File: config.mk
export PLATFORM = sky130hd
export DESIGN_NAME = vga_timing_gen
export DESIGN_NICKNAME = d
export VERILOG_FILES = /design/src/rtl/vga_timing_pkg.sv /design/src/rtl/vga_axis_cnt.sv /design/src/rtl/vga_timing_gen.sv
export SDC_FILE = /design/constraint.sdc
export NUM_CORES = 1
export LEC_CHECK = 0
export BUFFER_PORTS_ARGS = -buffer_cell sky130_fd_sc_hd__buf_2
export CORE_ASPECT_RATIO = 0.6
export CORE_MARGIN = 2
export CORE_UTILIZATION = 50
export CTS_CLUSTER_SIZE = 40
export DETAILED_ROUTE_END_ITERATION = 10
export PLACE_DENSITY = 0.74
export RECOVER_POWER = 25
export SLEW_MARGIN = 10
export SYNTH_ARGS = -nofsm -noshare
export SYNTH_HDL_FRONTEND = slang
export SYNTH_HIERARCHICAL = 1
export SYNTH_SLANG_ARGS = --single-unit
export TNS_END_PERCENT = 20
File: constraint.sdc
create_clock -name pixel_clk -period 2 [get_ports pixel_clk]
set_input_delay 0.5 -clock pixel_clk [delete_from_list [all_inputs] [get_ports pixel_clk]]
set_output_delay 0.5 -clock pixel_clk [all_outputs]
set_load 0.02 [all_outputs]
File: src/rtl/vga_timing_pkg.sv
// Shared VGA mode constants and helpers for the raster timing generator.
package vga_timing_pkg;

    localparam int unsigned VGA640_H_ACTIVE = 640;
    localparam int unsigned VGA640_H_FP     = 16;
    localparam int unsigned VGA640_H_SYNC   = 96;
    localparam int unsigned VGA640_H_BP     = 48;
    localparam int unsigned VGA640_V_ACTIVE = 480;
    localparam int unsigned VGA640_V_FP     = 10;
    localparam int unsigned VGA640_V_SYNC   = 2;
    localparam int unsigned VGA640_V_BP     = 33;
    localparam bit          VGA640_H_POL    = 1'b0;
    localparam bit          VGA640_V_POL    = 1'b0;

    localparam int unsigned SVGA800_H_ACTIVE = 800;
    localparam int unsigned SVGA800_H_FP     = 40;
    localparam int unsigned SVGA800_H_SYNC   = 128;
    localparam int unsigned SVGA800_H_BP     = 88;
    localparam int unsigned SVGA800_V_ACTIVE = 600;
    localparam int unsigned SVGA800_V_FP     = 1;
    localparam int unsigned SVGA800_V_SYNC   = 4;
    localparam int unsigned SVGA800_V_BP     = 23;
    localparam bit          SVGA800_H_POL    = 1'b1;
    localparam bit          SVGA800_V_POL    = 1'b1;

    // Smallest counter width able to hold both H_TOTAL-1 and V_TOTAL-1.
    function automatic int unsigned min_cw(input int unsigned h_total,
                                           input int unsigned v_total);
        int unsigned max_val;
        int unsigned w;
        max_val = (h_total > v_total) ? h_total : v_total;
        max_val = (max_val == 0) ? 0 : max_val - 1;
        w = 1;
        while ((max_val >> w) != 0) begin
            w++;
        end
        return w;
    endfunction

endpackage

File: src/rtl/vga_axis_cnt.sv
// Generic wrap counter for one raster axis; wrap pulses on the enabled
// cycle where the count returns from TOTAL-1 to 0.
module vga_axis_cnt #(
    parameter int unsigned TOTAL = 800,
    parameter int unsigned CW    = 11
) (
    input  logic          clk,
    input  logic          rst_n,
    input  logic          en,
    output logic [CW-1:0] cnt,
    output logic          wrap
);

    localparam logic [CW-1:0] LAST = CW'(TOTAL - 1);

    logic [CW-1:0] cnt_q;
    logic [CW-1:0] cnt_d;

    always_comb begin
        cnt_d = cnt_q;
        if (en) begin
            cnt_d = (cnt_q == LAST) ? '0 : cnt_q + CW'(1);
        end
    end

    always_ff @(posedge clk) begin
        if (!rst_n) begin
            cnt_q <= '0;
        end else begin
            cnt_q <= cnt_d;
        end
    end

    assign cnt  = cnt_q;
    assign wrap = en && (cnt_q == LAST);

endmodule

File: src/rtl/vga_timing_gen.sv
// Parametrised VGA raster timing generator: registered coordinates, syncs,
// display enable and line/frame strobes, advanced by a pixel clock-enable.
module vga_timing_gen
    import vga_timing_pkg::*;
#(
    parameter int unsigned H_ACTIVE = 640,
    parameter int unsigned H_FP     = 16,
    parameter int unsigned H_SYNC   = 96,
    parameter int unsigned H_BP     = 48,
    parameter int unsigned V_ACTIVE = 480,
    parameter int unsigned V_FP     = 10,
    parameter int unsigned V_SYNC   = 2,
    parameter int unsigned V_BP     = 33,
    parameter bit          H_POL    = 1'b0,
    parameter bit          V_POL    = 1'b0,
    parameter int unsigned CW       = 11,
    parameter int unsigned FCW      = 8
) (
    input  logic           pixel_clk,
    input  logic           rst_n,
    input  logic           ce,
    output logic [CW-1:0]  hcount,
    output logic [CW-1:0]  vcount,
    output logic           hsync,
    output logic           vsync,
    output logic           de,
    output logic           blank,
    output logic           line_start,
    output logic           frame_start,
    output logic [FCW-1:0] frame_cnt
);

    localparam int unsigned H_TOTAL = H_ACTIVE + H_FP + H_SYNC + H_BP;
    localparam int unsigned V_TOTAL = V_ACTIVE + V_FP + V_SYNC + V_BP;
    localparam int unsigned H_SYNC_BEG = H_ACTIVE + H_FP;
    localparam int unsigned H_SYNC_END = H_ACTIVE + H_FP + H_SYNC;
    localparam int unsigned V_SYNC_BEG = V_ACTIVE + V_FP;
    localparam int unsigned V_SYNC_END = V_ACTIVE + V_FP + V_SYNC;

    if (CW < min_cw(H_TOTAL, V_TOTAL)) begin : g_bad_cw
        $error("vga_timing_gen: CW too small for H_TOTAL/V_TOTAL");
    end
    if (H_SYNC == 0 || V_SYNC == 0) begin : g_bad_sync
        $error("vga_timing_gen: sync widths must be non-zero");
    end

    logic [CW-1:0] h_cnt;
    logic [CW-1:0] v_cnt;
    logic          h_wrap;

    vga_axis_cnt #(.TOTAL(H_TOTAL), .CW(CW)) u_h_cnt (
        .clk   (pixel_clk),
        .rst_n (rst_n),
        .en    (ce),
        .cnt   (h_cnt),
        .wrap  (h_wrap)
    );

    vga_axis_cnt #(.TOTAL(V_TOTAL), .CW(CW)) u_v_cnt (
        .clk   (pixel_clk),
        .rst_n (rst_n),
        .en    (ce && h_wrap),
        .cnt   (v_cnt),
        .wrap  ()
    );

    logic [CW-1:0]  hcount_q, hcount_d;
    logic [CW-1:0]  vcount_q, vcount_d;
    logic           hsync_q, hsync_d;
    logic           vsync_q, vsync_d;
    logic           de_q, de_d;
    logic           line_start_q, line_start_d;
    logic           frame_start_q, frame_start_d;
    logic [FCW-1:0] frame_cnt_q, frame_cnt_d;

    logic h_in_sync;
    logic v_in_sync;
    logic at_line_origin;
    logic at_frame_origin;

    // Output stage latches the decode of the pre-increment counter position.
    always_comb begin
        h_in_sync       = (32'(h_cnt) >= H_SYNC_BEG) && (32'(h_cnt) < H_SYNC_END);
        v_in_sync       = (32'(v_cnt) >= V_SYNC_BEG) && (32'(v_cnt) < V_SYNC_END);
        at_line_origin  = (h_cnt == '0);
        at_frame_origin = at_line_origin && (v_cnt == '0);

        hcount_d      = hcount_q;
        vcount_d      = vcount_q;
        hsync_d       = hsync_q;
        vsync_d       = vsync_q;
        de_d          = de_q;
        frame_cnt_d   = frame_cnt_q;
        line_start_d  = 1'b0;
        frame_start_d = 1'b0;

        if (ce) begin
            hcount_d      = h_cnt;
            vcount_d      = v_cnt;
            hsync_d       = h_in_sync ? H_POL : ~H_POL;
            vsync_d       = v_in_sync ? V_POL : ~V_POL;
            de_d          = (32'(h_cnt) < H_ACTIVE) && (32'(v_cnt) < V_ACTIVE);
            line_start_d  = at_line_origin;
            frame_start_d = at_frame_origin;
            if (at_frame_origin) begin
                frame_cnt_d = frame_cnt_q + FCW'(1);
            end
        end
    end

    always_ff @(posedge pixel_clk) begin
        if (!rst_n) begin
            hcount_q      <= '0;
            vcount_q      <= '0;
            hsync_q       <= ~H_POL;
            vsync_q       <= ~V_POL;
            de_q          <= 1'b0;
            line_start_q  <= 1'b0;
            frame_start_q <= 1'b0;
            frame_cnt_q   <= '0;
        end else begin
            hcount_q      <= hcount_d;
            vcount_q      <= vcount_d;
            hsync_q       <= hsync_d;
            vsync_q       <= vsync_d;
            de_q          <= de_d;
            line_start_q  <= line_start_d;
            frame_start_q <= frame_start_d;
            frame_cnt_q   <= frame_cnt_d;
        end
    end

    assign hcount      = hcount_q;
    assign vcount      = vcount_q;
    assign hsync       = hsync_q;
    assign vsync       = vsync_q;
    assign de          = de_q;
    assign blank       = ~de_q;
    assign line_start  = line_start_q;
    assign frame_start = frame_start_q;
    assign frame_cnt   = frame_cnt_q;

endmodule

==> summary.txt <==
Global routing
  • Global-route wire length before repair: 9853 um
  • Largest net degree at the start of global routing: 31
  • Number of global-route vias before repair: 2060
  • Grt total ovfl: 0
  • Gr usage total: 0.2301
  • Initial antenna violation count: 0

Floorplan
  • Row count: 19
  • DIE WIDTH: 95.52 um
  • Die Ht: 58.91 um
  • Die area: 5627 um2
  • Core area: 4707 um2
  • I/O pins: 39
  • Initial core utilization: 0.5338

Drt
  • DRC: 0
  • WL/cell: 14.96 um
  • Vias/cell: 5.624
  • DRT iter0 DRCs: 161
  • Post-Route WL: 5923 um
  • Detailed Routing Iterations Pass 1: 4
  • Post-DRT Antenna Nets: 0
  • Routed vias: 2227

Timing
  • Final setup violation count: 0
  • Crit share post-route: 0.9572
  • Final hold viol count: 0
  • Tightest Pin Transition: 940.9 ps
  • Hold_ws: 473.6 ps
  • Layout Skew: 11.26 ps
  • Slew HR: 0.3727
  • Pins Over Slew Limit: 0
  • Unrepaired setup endpoints after global routing: true
  • Fmax: 0.5224 GHz
  • Fin crit period: 1914 ps

CTS
  • CTS root buf: clkbuf_8
  • Clock sink total: 57
  • CTS H-Tree Depth: 3
  • CTS tree: built
  • Hold-fix buffers, CTS: 0
  • Worst skew pair latency: 330 ps
  • Clock Pin Slew Worst Setup and Hold Paths: 60 ps
  • Number of CTS-inserted buffers: 9
  • Post-CTS Repair Setup Buffers: 0
  • Clk buf depth: 2

Placed design
  • HPWL Detailed: 4139 um
  • Dpl cell area: 2928 um2
  • Port Buf Inserts: 38
  • Global placer's final weighted congestion: 0.8529

Setup path
  • Crit path kind: reg2reg
  • Worst EP required: 2260 ps
  • CP arrival: 2180 ps
  • Crit. End Element: register
  • Critical path launch point type: register
  • CP Max Fanout: 4

Cells and area
  • Footprint of the multi-input gates: 1287 um2
  • Final #Nets: 337
  • Fillers: 382
  • P&R area growth vs syn: 23.31%
  • Layout cells sized above 1: 0.2703
  • Storage element area: 1144 um2
  • Final non-filler cell area: 3098 um2
  • Antenna cells: 0

Run
  • Maxcap violations: 0

Min path
  • HP Class: in2reg

Logic synthesis
  • Syn nets: 273
  • Syn_area_per_cell: 9.445 um2
  • Mapped Cells: 266
  • Synthesized cell area: 2512 um2
  • Synth warnings: 6

Power
  • PD cells: 718.0 nW/um2
  • Leakage dissipation: 1.316 nW
  • Total power: 2.224 mW
  • Peak VDD IR: 493.9 uV

Run status
  • Outcome: finished clean
-- power breakdown --
part	total [mW]	internal (mW)	leakage [nW]	switching, mW
combinational	0.147	0.0585	0.772	0.0885
clock	0.915	0.505	0.0826	0.410
sequential	1.16	1.15	0.461	0.0109
total	2.22	1.71	1.32	0.510
-- cells in the final DEF, fill, tap and decap left out, types with 3 or more instances in the layout --
cell type  instances
inv_1              9
o31ai_1            7
nand4_1            9
nor3_1             5
or3_1              6
clkbuf_8          11
mux2i_1           24
ha_1               3
buf_2             38
dfxtp_1           55
nand2_1           13
o21ai_0            7
buf_4             22
and2_1             3
a21oi_1           12
xor2_1             6
nor2_1            39
clkbuf_1           3
or4_1              7
xnor2_1            7
nand3_1           10
nor4_2             3
-- metrics by stage --
step / setup WS [ps] / util / instances / TNS [ps]
2_1_floorplan: 19.35 / - / 266 / 0
3_3_place_gp: 27.76 / 0.6220 / 382 / 0
3_5_place_dp: -27.91 / 0.6220 / 382 / -47.30
4_1_cts: 18.95 / 0.6566 / 396 / 0
5_1_grt: -1.219 / 0.6582 / 396 / -1.219
6_report: 85.68 / 0.6582 / 396 / 0
-- per-layer routing --
metal  up-vias  GRT usage  share of wire
li1       1092          -              -
met1      1054     0.3371           0.50
met2        76     0.3380           0.41
met3         5    0.05506          0.081
met4         0    0.06939         0.0064
met5         -          0              0
-- path summary, 6_finish.rpt --
path	from	endpoint	slack (ps)	cells after the start
setup / recovery	u_h_cnt/cnt[1]$_SDFFE_PN0P_	u_v_cnt/cnt[10]$_SDFFE_PN0P_	90	8
hold / removal	rst_n	hsync$_SDFFE_PN1P_	470	2
setup reg to reg	u_h_cnt/cnt[1]$_SDFFE_PN0P_	u_v_cnt/cnt[10]$_SDFFE_PN0P_	90	8
hold reg to reg	hsync$_SDFFE_PN1P_	hsync$_SDFFE_PN1P_	490	2
-- sequential cells by signal, summed over array words and instances (netlist names) --
signal / cells
vcount: 11
vsync: 1
u_v_cnt/cnt: 11
u_h_cnt/cnt: 11
frame_cnt: 8
hsync: 1
hcount: 11
frame_start: 1
de: 1
line_start: 1
-- worst max-delay path: stages (launching register included) --
cell	delay (ps)
dfxtp_2	330
ha_2	190
and3_2	200
nand3_1	90
nor2_1	110
and2_4	170
nand4_1	150
or4_1	450
a21oi_1	150
-- what timing repair did --
item,in CTS,in global routing
resized for setup,0,4
endpoints found under the setup margin,0,11
endpoints found under the hold margin,0,0
-- cell type report --
| class | instances | area share |
|---|---|---|
| timing repair buffer | 63 | 0.1264 |
| clock buffer | 14 | 0.05250 |
| inverter | 9 | 0.01090 |
| multi-input combinational | 190 | 0.4156 |
| tap | 63 | 0.02544 |
| sequential | 57 | 0.3691 |
(Power assumes the default switching activity.)
